[config.mk]
export PLATFORM = sky130hd
export DESIGN_NAME = rv64g_operand_fetch
export DESIGN_NICKNAME = d
export VERILOG_FILES = /design/src/rtl/rv64g_operand_fetch.sv
export SDC_FILE = /design/constraint.sdc
export NUM_CORES = 1
export LEC_CHECK = 0
export ABC_AREA = 0
export BUFFER_PORTS_ARGS = -buffer_cell sky130_fd_sc_hd__buf_4
export CAP_MARGIN = 0
export CORE_AREA = 5 5 289 291
export DETAILED_ROUTE_END_ITERATION = 8
export DIE_AREA = 0 0 294 296
export GPL_TIMING_DRIVEN = 0
export PLACE_DENSITY = 0.47
export SLEW_MARGIN = 20
export SYNTH_ARGS = -nofsm -noshare
export SYNTH_HDL_FRONTEND = slang
export SYNTH_SLANG_ARGS = --single-unit
export TNS_END_PERCENT = 5
[constraint.sdc]
create_clock -name clk_i -period 8.36 [get_ports clk_i]
set_input_delay 0.836 -clock clk_i [delete_from_list [all_inputs] [get_ports clk_i]]
set_output_delay 0.836 -clock clk_i [all_outputs]
set_load 0.1 [all_outputs]
[src/rtl/rv64g_operand_fetch.sv]
// -----------------------------------------------------------------------------
// rv64g_operand_fetch
// Issue / operand-fetch stage in front of the register file read and lock
// ports. Holds one decoded instruction, checks its sources and destination
// against the regfile lock vector, bypasses same-cycle writeback data, locks
// the destination when it issues and presents a registered bundle to execute.
//
// Ports:
//   clk_i, rst_i             clock, synchronous active-high reset
//   flush_i                  drop the held instruction and the output bundle
//   dec_valid_i/dec_ready_o  decode handshake
//   dec_payload_i            opaque payload, passed through unchanged
//   dec_rs_addr_i            rs1 in [AW-1:0], rs2 in [2*AW-1:AW], rs3 on top
//   dec_rs_use_i             per-source use flags (bit 0 = rs1)
//   dec_rd_addr_i/_we_i      destination register and its write enable
//   locks_i                  per-register pending-write locks from the regfile
//   rsN_addr_o/rsN_data_i    combinational regfile read ports
//   wb_en_i/_addr_i/_data_i  copy of the regfile unlock/writeback port
//   wr_lock_en_o/_addr_o     destination lock request in the issue cycle
//   ex_*                     registered bundle to execute (valid/ready)
//   stall_cnt_o              saturating count of hazard-stall cycles
// -----------------------------------------------------------------------------
module rv64g_operand_fetch #(
  parameter int  NUM_REGS  = 64,
  parameter int  XLEN      = 64,
  parameter int  PAYLOAD_W = 64,
  parameter int  CNT_W     = 32,
  localparam int AW        = $clog2(NUM_REGS)
) (
  input  logic                 clk_i,
  input  logic                 rst_i,
  input  logic                 flush_i,
  input  logic                 dec_valid_i,
  output logic                 dec_ready_o,
  input  logic [PAYLOAD_W-1:0] dec_payload_i,
  input  logic [3*AW-1:0]      dec_rs_addr_i,
  input  logic [2:0]           dec_rs_use_i,
  input  logic [AW-1:0]        dec_rd_addr_i,
  input  logic                 dec_rd_we_i,
  input  logic [NUM_REGS-1:0]  locks_i,
  output logic [AW-1:0]        rs1_addr_o,
  output logic [AW-1:0]        rs2_addr_o,
  output logic [AW-1:0]        rs3_addr_o,
  input  logic [XLEN-1:0]      rs1_data_i,
  input  logic [XLEN-1:0]      rs2_data_i,
  input  logic [XLEN-1:0]      rs3_data_i,
  input  logic                 wb_en_i,
  input  logic [AW-1:0]        wb_addr_i,
  input  logic [XLEN-1:0]      wb_data_i,
  output logic                 wr_lock_en_o,
  output logic [AW-1:0]        wr_lock_addr_o,
  output logic                 ex_valid_o,
  input  logic                 ex_ready_i,
  output logic [PAYLOAD_W-1:0] ex_payload_o,
  output logic [XLEN-1:0]      ex_rs1_data_o,
  output logic [XLEN-1:0]      ex_rs2_data_o,
  output logic [XLEN-1:0]      ex_rs3_data_o,
  output logic [AW-1:0]        ex_rd_addr_o,
  output logic                 ex_rd_we_o,
  output logic [CNT_W-1:0]     stall_cnt_o
);

  typedef enum logic [0:0] {ST_EMPTY = 1'b0, ST_HELD = 1'b1} state_e;

  state_e                 state_q, state_d;
  logic [PAYLOAD_W-1:0]   hold_payload_q;
  logic [3*AW-1:0]        hold_rs_addr_q;
  logic [2:0]             hold_rs_use_q;
  logic [AW-1:0]          hold_rd_addr_q;
  logic                   hold_rd_we_q;

  logic                   ex_valid_q;
  logic [PAYLOAD_W-1:0]   ex_payload_q;
  logic [XLEN-1:0]        ex_op_q [3];
  logic [AW-1:0]          ex_rd_addr_q;
  logic                   ex_rd_we_q;
  logic [CNT_W-1:0]       stall_cnt_q;

  logic [AW-1:0]          src_addr_s  [3];
  logic [XLEN-1:0]        src_rdata_s [3];
  logic [XLEN-1:0]        src_op_s    [3];
  logic [2:0]             src_hit_s;
  logic [2:0]             src_clear_s;
  logic                   rd_hit_s;
  logic                   rd_clear_s;
  logic                   issue_s;
  logic                   lock_s;
  logic                   accept_s;

  assign src_rdata_s[0] = rs1_data_i;
  assign src_rdata_s[1] = rs2_data_i;
  assign src_rdata_s[2] = rs3_data_i;

  // Per-source read address, hazard-clear flag and operand with writeback bypass
  always_comb begin
    for (int n = 0; n < 3; n++) begin
      if (state_q == ST_HELD) begin
        src_addr_s[n] = hold_rs_addr_q[n*AW +: AW];
      end else begin
        src_addr_s[n] = {AW{1'b0}};
      end
      src_hit_s[n]   = wb_en_i && (wb_addr_i == src_addr_s[n]);
      src_clear_s[n] = !hold_rs_use_q[n] || (src_addr_s[n] == {AW{1'b0}}) ||
                       !locks_i[src_addr_s[n]] || src_hit_s[n];
      if (!hold_rs_use_q[n] || (src_addr_s[n] == {AW{1'b0}})) begin
        src_op_s[n] = {XLEN{1'b0}};
      end else if (src_hit_s[n]) begin
        src_op_s[n] = wb_data_i;
      end else begin
        src_op_s[n] = src_rdata_s[n];
      end
    end
  end

  // A writeback to rd this cycle releases the WAW hazard; the new lock wins in the regfile
  assign rd_hit_s   = wb_en_i && (wb_addr_i == hold_rd_addr_q);
  assign rd_clear_s = !hold_rd_we_q || (hold_rd_addr_q == {AW{1'b0}}) ||
                      !locks_i[hold_rd_addr_q] || rd_hit_s;

  assign issue_s  = !rst_i && !flush_i && (state_q == ST_HELD) && (&src_clear_s) &&
                    rd_clear_s && (!ex_valid_q || ex_ready_i);
  assign lock_s   = issue_s && hold_rd_we_q && (hold_rd_addr_q != {AW{1'b0}});
  assign accept_s = dec_valid_i && dec_ready_o;

  // Hold FSM state register
  always_ff @(posedge clk_i) begin
    if (rst_i) begin
      state_q <= ST_EMPTY;
    end else begin
      state_q <= state_d;
    end
  end

  // Hold FSM next state: an issue frees the slot unless a new bundle refills it
  always_comb begin
    state_d = state_q;
    case (state_q)
      ST_EMPTY: begin
        if (accept_s) state_d = ST_HELD;
        else          state_d = ST_EMPTY;
      end
      ST_HELD: begin
        if (flush_i)       state_d = ST_EMPTY;
        else if (issue_s)  state_d = accept_s ? ST_HELD : ST_EMPTY;
        else               state_d = ST_HELD;
      end
      default: state_d = ST_EMPTY;
    endcase
  end

  // Hold FSM outputs: decode ready, destination lock request and read addresses
  always_comb begin
    dec_ready_o = !rst_i && !flush_i && ((state_q == ST_EMPTY) || issue_s);
    if (lock_s) begin
      wr_lock_en_o   = 1'b1;
      wr_lock_addr_o = hold_rd_addr_q;
    end else begin
      wr_lock_en_o   = 1'b0;
      wr_lock_addr_o = {AW{1'b0}};
    end
    rs1_addr_o = src_addr_s[0];
    rs2_addr_o = src_addr_s[1];
    rs3_addr_o = src_addr_s[2];
  end

  // Capture the decoded instruction when it is accepted
  always_ff @(posedge clk_i) begin
    if (rst_i) begin
      hold_payload_q <= {PAYLOAD_W{1'b0}};
      hold_rs_addr_q <= {(3*AW){1'b0}};
      hold_rs_use_q  <= 3'b000;
      hold_rd_addr_q <= {AW{1'b0}};
      hold_rd_we_q   <= 1'b0;
    end else if (accept_s) begin
      hold_payload_q <= dec_payload_i;
      hold_rs_addr_q <= dec_rs_addr_i;
      hold_rs_use_q  <= dec_rs_use_i;
      hold_rd_addr_q <= dec_rd_addr_i;
      hold_rd_we_q   <= dec_rd_we_i;
    end else begin
      hold_payload_q <= hold_payload_q;
    end
  end

  // Execute-side output register; data is only replaced on issue so it stays stable under backpressure
  always_ff @(posedge clk_i) begin
    if (rst_i) begin
      ex_valid_q   <= 1'b0;
      ex_payload_q <= {PAYLOAD_W{1'b0}};
      ex_op_q[0]   <= {XLEN{1'b0}};
      ex_op_q[1]   <= {XLEN{1'b0}};
      ex_op_q[2]   <= {XLEN{1'b0}};
      ex_rd_addr_q <= {AW{1'b0}};
      ex_rd_we_q   <= 1'b0;
    end else if (issue_s) begin
      ex_valid_q   <= 1'b1;
      ex_payload_q <= hold_payload_q;
      ex_op_q[0]   <= src_op_s[0];
      ex_op_q[1]   <= src_op_s[1];
      ex_op_q[2]   <= src_op_s[2];
      ex_rd_addr_q <= hold_rd_addr_q;
      ex_rd_we_q   <= hold_rd_we_q;
    end else if (flush_i || (ex_valid_q && ex_ready_i)) begin
      ex_valid_q   <= 1'b0;
    end else begin
      ex_valid_q   <= ex_valid_q;
    end
  end

  // Hazard-stall counter; a flush cycle is not a hazard stall and is not counted
  always_ff @(posedge clk_i) begin
    if (rst_i) begin
      stall_cnt_q <= {CNT_W{1'b0}};
    end else if ((state_q == ST_HELD) && !issue_s && !flush_i &&
                 (stall_cnt_q != {CNT_W{1'b1}})) begin
      stall_cnt_q <= stall_cnt_q + {{(CNT_W-1){1'b0}}, 1'b1};
    end else begin
      stall_cnt_q <= stall_cnt_q;
    end
  end

  assign ex_valid_o    = ex_valid_q;
  assign ex_payload_o  = ex_payload_q;
  assign ex_rs1_data_o = ex_op_q[0];
  assign ex_rs2_data_o = ex_op_q[1];
  assign ex_rs3_data_o = ex_op_q[2];
  assign ex_rd_addr_o  = ex_rd_addr_q;
  assign ex_rd_we_o    = ex_rd_we_q;
  assign stall_cnt_o   = stall_cnt_q;

endmodule

# Yosys cells after proc, flatten, opt, wreduce, memory -nomap -nowiden
# Memories as Yosys holds them, arrays and structs flattened.
# Index checks and enable logic that the tools add are counted.
[totals]
n_memories = 1
reg_bits = 197
in_bits = 424
wordCells = 110
output_inout_bits = 322
ramBits = 192
[op_classes]
n_eq_ne = 5
bitwise = 4
magnitude_cmp = 4
n_addsub = 1
n_reduce_logical = 51
n_mux = 33
[memory_table]
columns = ["memory", "depth", "width", "rd", "rd_clocked_by_memory_dff", "wr", "line", "rtl"]
rows = [
  ["ex_op_q", 3, 64, 3, 0, 3, "74", "logic [XLEN-1:0] ex_op_q [3];"],
]
[ops]
columns = ["operator", "n"]
rows = [
  ["2-to-1 mux 64 bit", 9],
  ["adder 32 x 1 -> 32 bit (second input constant)", 1],
  ["inequality test 32 bit (second input constant)", 1],
  ["< comparator 6 x 7 -> 1 bit (second input constant)", 4],
  ["binary-select mux 1 bit (select 6 bit)", 4],
  ["== test 6 bit", 4],
  ["zero test 6 bit", 4],
  ["2-to-1 mux 6 bit", 4],
  ["logical AND 1 bit", 17],
  ["logical OR 1 bit", 15],
  ["2-to-1 mux 1 bit", 15],
  ["zero test 1 bit", 12],
  ["nonzero test 6 bit", 1],
  ["bitwise OR 1 bit", 3],
  ["AND reduction 3 bit", 1],
  ["one-hot mux 1 bit (2 select lines)", 1],
  ["nonzero test 2 bit", 1],
  ["NOT 1 bit", 1],
]

# Logic depth before layout (Yosys ltp)
[depth]
ltp_word = 17
ltp_mapped = 16
ltp_nobuf = 10

# Worst setup path after synthesis
# OpenSTA, ideal clock, no wires.
[synth_timing]
path_kind = "register to register"
startpoint = "reg state_q"
endpoint = "mem ex_op_q[0][0] (enable)"
n_path_buf = 3
period_less_slack_ns = 8.175
path_stages_with_launch = 11
t_required_ns = 7.774
setup_ns = 0.586
path_slack_ns = 0.185
arrival_ns = 7.589
path_cell_list = "dfxtp_1 -> buf_2 -> and2_1 -> clkbuf_1 -> xnor2_1 -> nand4_1 -> or4_1 -> a41o_2 -> or3_1 -> clkbuf_1 -> nand2b_1"
[synth_rtl]
columns = ["item", "line", "rtl"]
rows = [
  ["start: declaration", "65", "state_e state_q, state_d;"],
  ["start signal: assignment", "130", "state_q <= state_d;"],
  ["end: declaration", "74", ""],
]

# Worst setup path after layout
[layout_timing]
startpoint = "reg hold_rd_addr_q[2]"
endpoint = "out dec_ready_o"
[layout_via]
elab_chain_len = 9
word_cells_on_any_way = 13
cone_classes = "eq/ne: 1; mux: 2; reduce/logical: 10"
[layout_rtl]
columns = ["item", "line", "rtl"]
rows = [
  ["start: declaration", "69", "logic [AW-1:0] hold_rd_addr_q;"],
  ["start signal: assignment", "172", "hold_rd_addr_q <= {AW{1'b0}};"],
  ["start signal: assignment", "178", "hold_rd_addr_q <= dec_rd_addr_i;"],
  ["binary-select mux 1 bit (select 6 bit)", "118", "!locks_i[hold_rd_addr_q] || rd_hit_s;"],
  ["2-to-1 mux 1 bit (not written as such)", "118", ""],
  ["zero test 1 bit", "118", ""],
  ["logical OR 1 bit", "117", "assign rd_clear_s = !hold_rd_we_q || (hold_rd_addr_q == {AW{1'b0}}) ||"],
  ["logical OR 1 bit (*)", "118", ""],
  ["logical AND 1 bit (*)", "120", "assign issue_s = !rst_i && !flush_i && (state_q == ST_HELD) && (&src_clear_s) &&"],
  ["logical AND 1 bit (*)", "121", "rd_clear_s && (!ex_valid_q || ex_ready_i);"],
  ["logical OR 1 bit (*)", "153", "dec_ready_o = !rst_i && !flush_i && ((state_q == ST_EMPTY) || issue_s);"],
  ["logical AND 1 bit (*)", "153", ""],
  ["end: declaration", "34", "output logic dec_ready_o,"],
]
# Mark *: on every way between the ends. The rest lies on a longest branch, timed or not. The select of a mux whose other input is x is not followed.

==> flow_metrics.tcl <==
set metrics [dict create \
    status "complete, no violations" \
    ys_ff_latch 389 \
    min_path_type "reg -> reg" \
    hold_viol 0 \
    powerDensity_mw_per_mm2 182 \
    p_leak_nw 12.6 \
    path_max_fanout 10 \
    design.core.area_sq_mm 0.0803 \
    end_kind "primary output" \
    mostFrequentLayoutCells "buf_4, nand2_1, dfxtp_1, edfxtp_1, nor2_1" \
    num_vias 18600 \
    period_minus_slack_ps 5870 \
    clock_sinks 389 \
    nFillCells 8259 \
    cts_root_buffer "clkbuf_16" \
    cts-resized-gates 0 \
    grt_max_degree 47 \
    final_common_cell "buf_4" \
    maxCapViolations 0 \
    path_cells "buf_2, clkbuf_1, mux4_1, mux2i_1, nor2_1, nor4_1, a211oi_1, a41o_2, nor3_2, buf_6, buf_4, buf_2, nor2_1, nor3_1, buf_4" \
    routed-wl-met2_microns 51200 \
    max_freq_mhz 170 \
    die_h_microns 296 \
    met3_length_microns 9390 \
    htreeDepth 2 \
    antenna_found_initial 22 \
    syn_inst 1948 \
    initial_core_util_pct 24.7 \
    post_dp_cell_area_sq_mm 0.0268 \
    yosysSeqAreaShare_pct 48.9 \
    overflow 0 \
    ir_drop_mv 0.133 \
    fin_crit_sh_pct 70.2 \
    maxSlewHeadroom_pct 26.7 \
    syn_area_sq_mm 0.0198 \
    ys.flop_type "dfxtp_1" \
    met1_length_microns 38600 \
    track_usage_pct 22.0 \
    wire_per_inst_microns 26.5 \
    layout.nets 3166 \
    yosysUniqueCellTypes 73 \
    cp_data_required_time_ps 7520 \
    start_kind "register" \
    clk_latency_ps 580 \
    ant_nets 0 \
    syn_avg_cell_area_sq_um 10.2 \
    dp_hpwl_microns 82500 \
    synthArstFlopShare_pct 0 \
    grt_pass1_vias 19200 \
    cts_tree "done" \
    rows 104 \
    die_w_microns 294 \
    grt_pass1_wl_microns 141000 \
    slowest_delay_ps 750 \
    postCtsSetupRepairBufs 0 \
    tightest_slew_ps 1100 \
    stdcell_area_sq_mm 0.0284 \
    synth_warnings 0 \
    setup_viol 0 \
    top_layer "met5" \
    drtIter0Drc 1143 \
    arrival_ps 5030 \
    critPathKind "reg -> out" \
    cts_hold_buf 0 \
    drc 0 \
    synth_edf_count 192 \
    area_growth_pct 43.1 \
    vias_per_cell 4.83 \
    dr.pass1.iters 5 \
    critPathSlowestCell "clkbuf_1" \
    rsz0062_at_grt "false" \
    path_clk_slew_ps 60 \
    synth_nets 2373 \
    ios 746 \
    finalMaxSlewViolations 0 \
    port_buffers 738 \
    clockBufferDepth 3 \
    finalClockSkew_ps 16.4 \
    wl_microns 102000 \
    drive_gt1_share_pct 37.6 \
    cts_inserted_buffers 49 \
    whs_ps 446 \
    dieArea_sq_mm 0.0870 \
    p_total_w 0.00518 \
    gp_congestion 0.948 \
]
==> power by group <==
group	switching, W	internal, W	leakage (nW)
combinational	0.000686	0.000327	8.21
sequential	0.0000360	0.00207	3.60
clock	0.000886	0.00117	0.762
total	0.00161	0.00357	12.6
==> worst max-delay path: cells and delay by family, from the launching register on <==
| kind | cells | cell delay, ps |
|---|---|---|
| mux | 2 | 600 |
| buf+inv | 6 | 2170 |
| compound gates | 2 | 410 |
| flops | 1 | 300 |
| simple gates | 5 | 980 |
==> through the flow <==
stage | util [%] | setup TNS, ps | cells | worst slack [ps]
global placement | 33.3 | -579930 | 3746 | -3050
floorplan | - | 0 | 1948 | 185
finish | 35.4 | 0 | 3854 | 2490
detailed placement | 33.4 | 0 | 3750 | 2980
CTS | 35.3 | 0 | 3841 | 2470
global route | 35.3 | 0 | 3846 | 2250
==> worst paths after layout <==
kind / startpoint / to / slack, ps / cells past startpoint
worst min register to register: hold_payload_q[7] / ex_payload_o[7] / 450 / 2
worst min-delay path: hold_payload_q[7] / ex_payload_o[7] / 450 / 2
worst max-delay path: hold_rd_addr_q[2] / dec_ready_o / 2490 / 15
worst max register to register: state_q / ex_op_q[0][98] / 2940 / 15
==> synthesized netlist by cell type (all sizes together) (4+ instances only) <==
master	instances	share of area, %
nor2b	112	3.5
a211o	4	0.18
nand3	18	0.48
nor4	19	0.60
nor4bb	4	0.20
dfxtp	197	20
edfxtp	192	29
a31oi	12	0.38
nand2b	77	2.4
inv	25	0.47
o22ai	5	0.16
xor2	4	0.18
nor3	21	0.56
a22oi	4	0.15
clkbuf	85	1.6
or4	15	0.57
mux2	118	6.7
and2	11	0.35
buf	71	2.2
o211ai	6	0.23
nand3b	7	0.26
or3	6	0.19
xnor2	14	0.62
a211oi	15	0.57
and3	10	0.32
mux2i	165	8.3
o31ai	17	0.64
and4	5	0.22
mux4	31	3.6
nor2	181	3.4
nand2	250	4.8
a21oi	100	2.5
o21ai	98	2.5
nand4	11	0.35
==> metal layers <==
metal / track usage [%] / up-vias
met3: 7.07 / 149
met4: 5.62 / 20
met2: 39.4 / 841
met1: 25.4 / 9045
li1: - / 8549
met5: 0 / -
==> sequential cells by signal, indices dropped and copies added (netlist names) <==
| register | flops |
|---|---|
| ex_op_q | 192 |
| ex_payload_o | 64 |
| ex_rd_addr_o | 6 |
| ex_rd_we_o | 1 |
| ex_valid_o | 1 |
| hold_payload_q | 64 |
| hold_rd_addr_q | 6 |
| hold_rd_we_q | 1 |
| hold_rs_addr_q | 18 |
| hold_rs_use_q | 3 |
| stall_cnt_o | 32 |
| state_q | 1 |
==> layout make-up <==
type / instances / area [sq um] / area share, %
tap: 1060 / 1330 / 4.67
clock inverter: 29 / 210 / 0.741
sequential: 389 / 9710 / 34.2
multi-input combinational: 1378 / 9280 / 32.7
timing repair buffer: 742 / 5640 / 19.9
buffer: 156 / 762 / 2.68
inverter: 25 / 93.8 / 0.331
antenna: 13 / 32.5 / 0.115
clock buffer: 62 / 1340 / 4.71
==> cells by family (layout without fill, tap and decap cells) <==
kind of cell    after synthesis  after routing  synth area share (%)
compound gates              293            293                  8.79
xor+xnor                     18             18                 0.795
fa+ha+maj                     1              1                0.0631
buf+inv                     181           1014                  4.31
flops                       389            389                  48.9
mux                         314            314                  18.6
other cells                   0             13                     0
simple gates                752            752                  18.5
(Power assumes the default switching activity.)
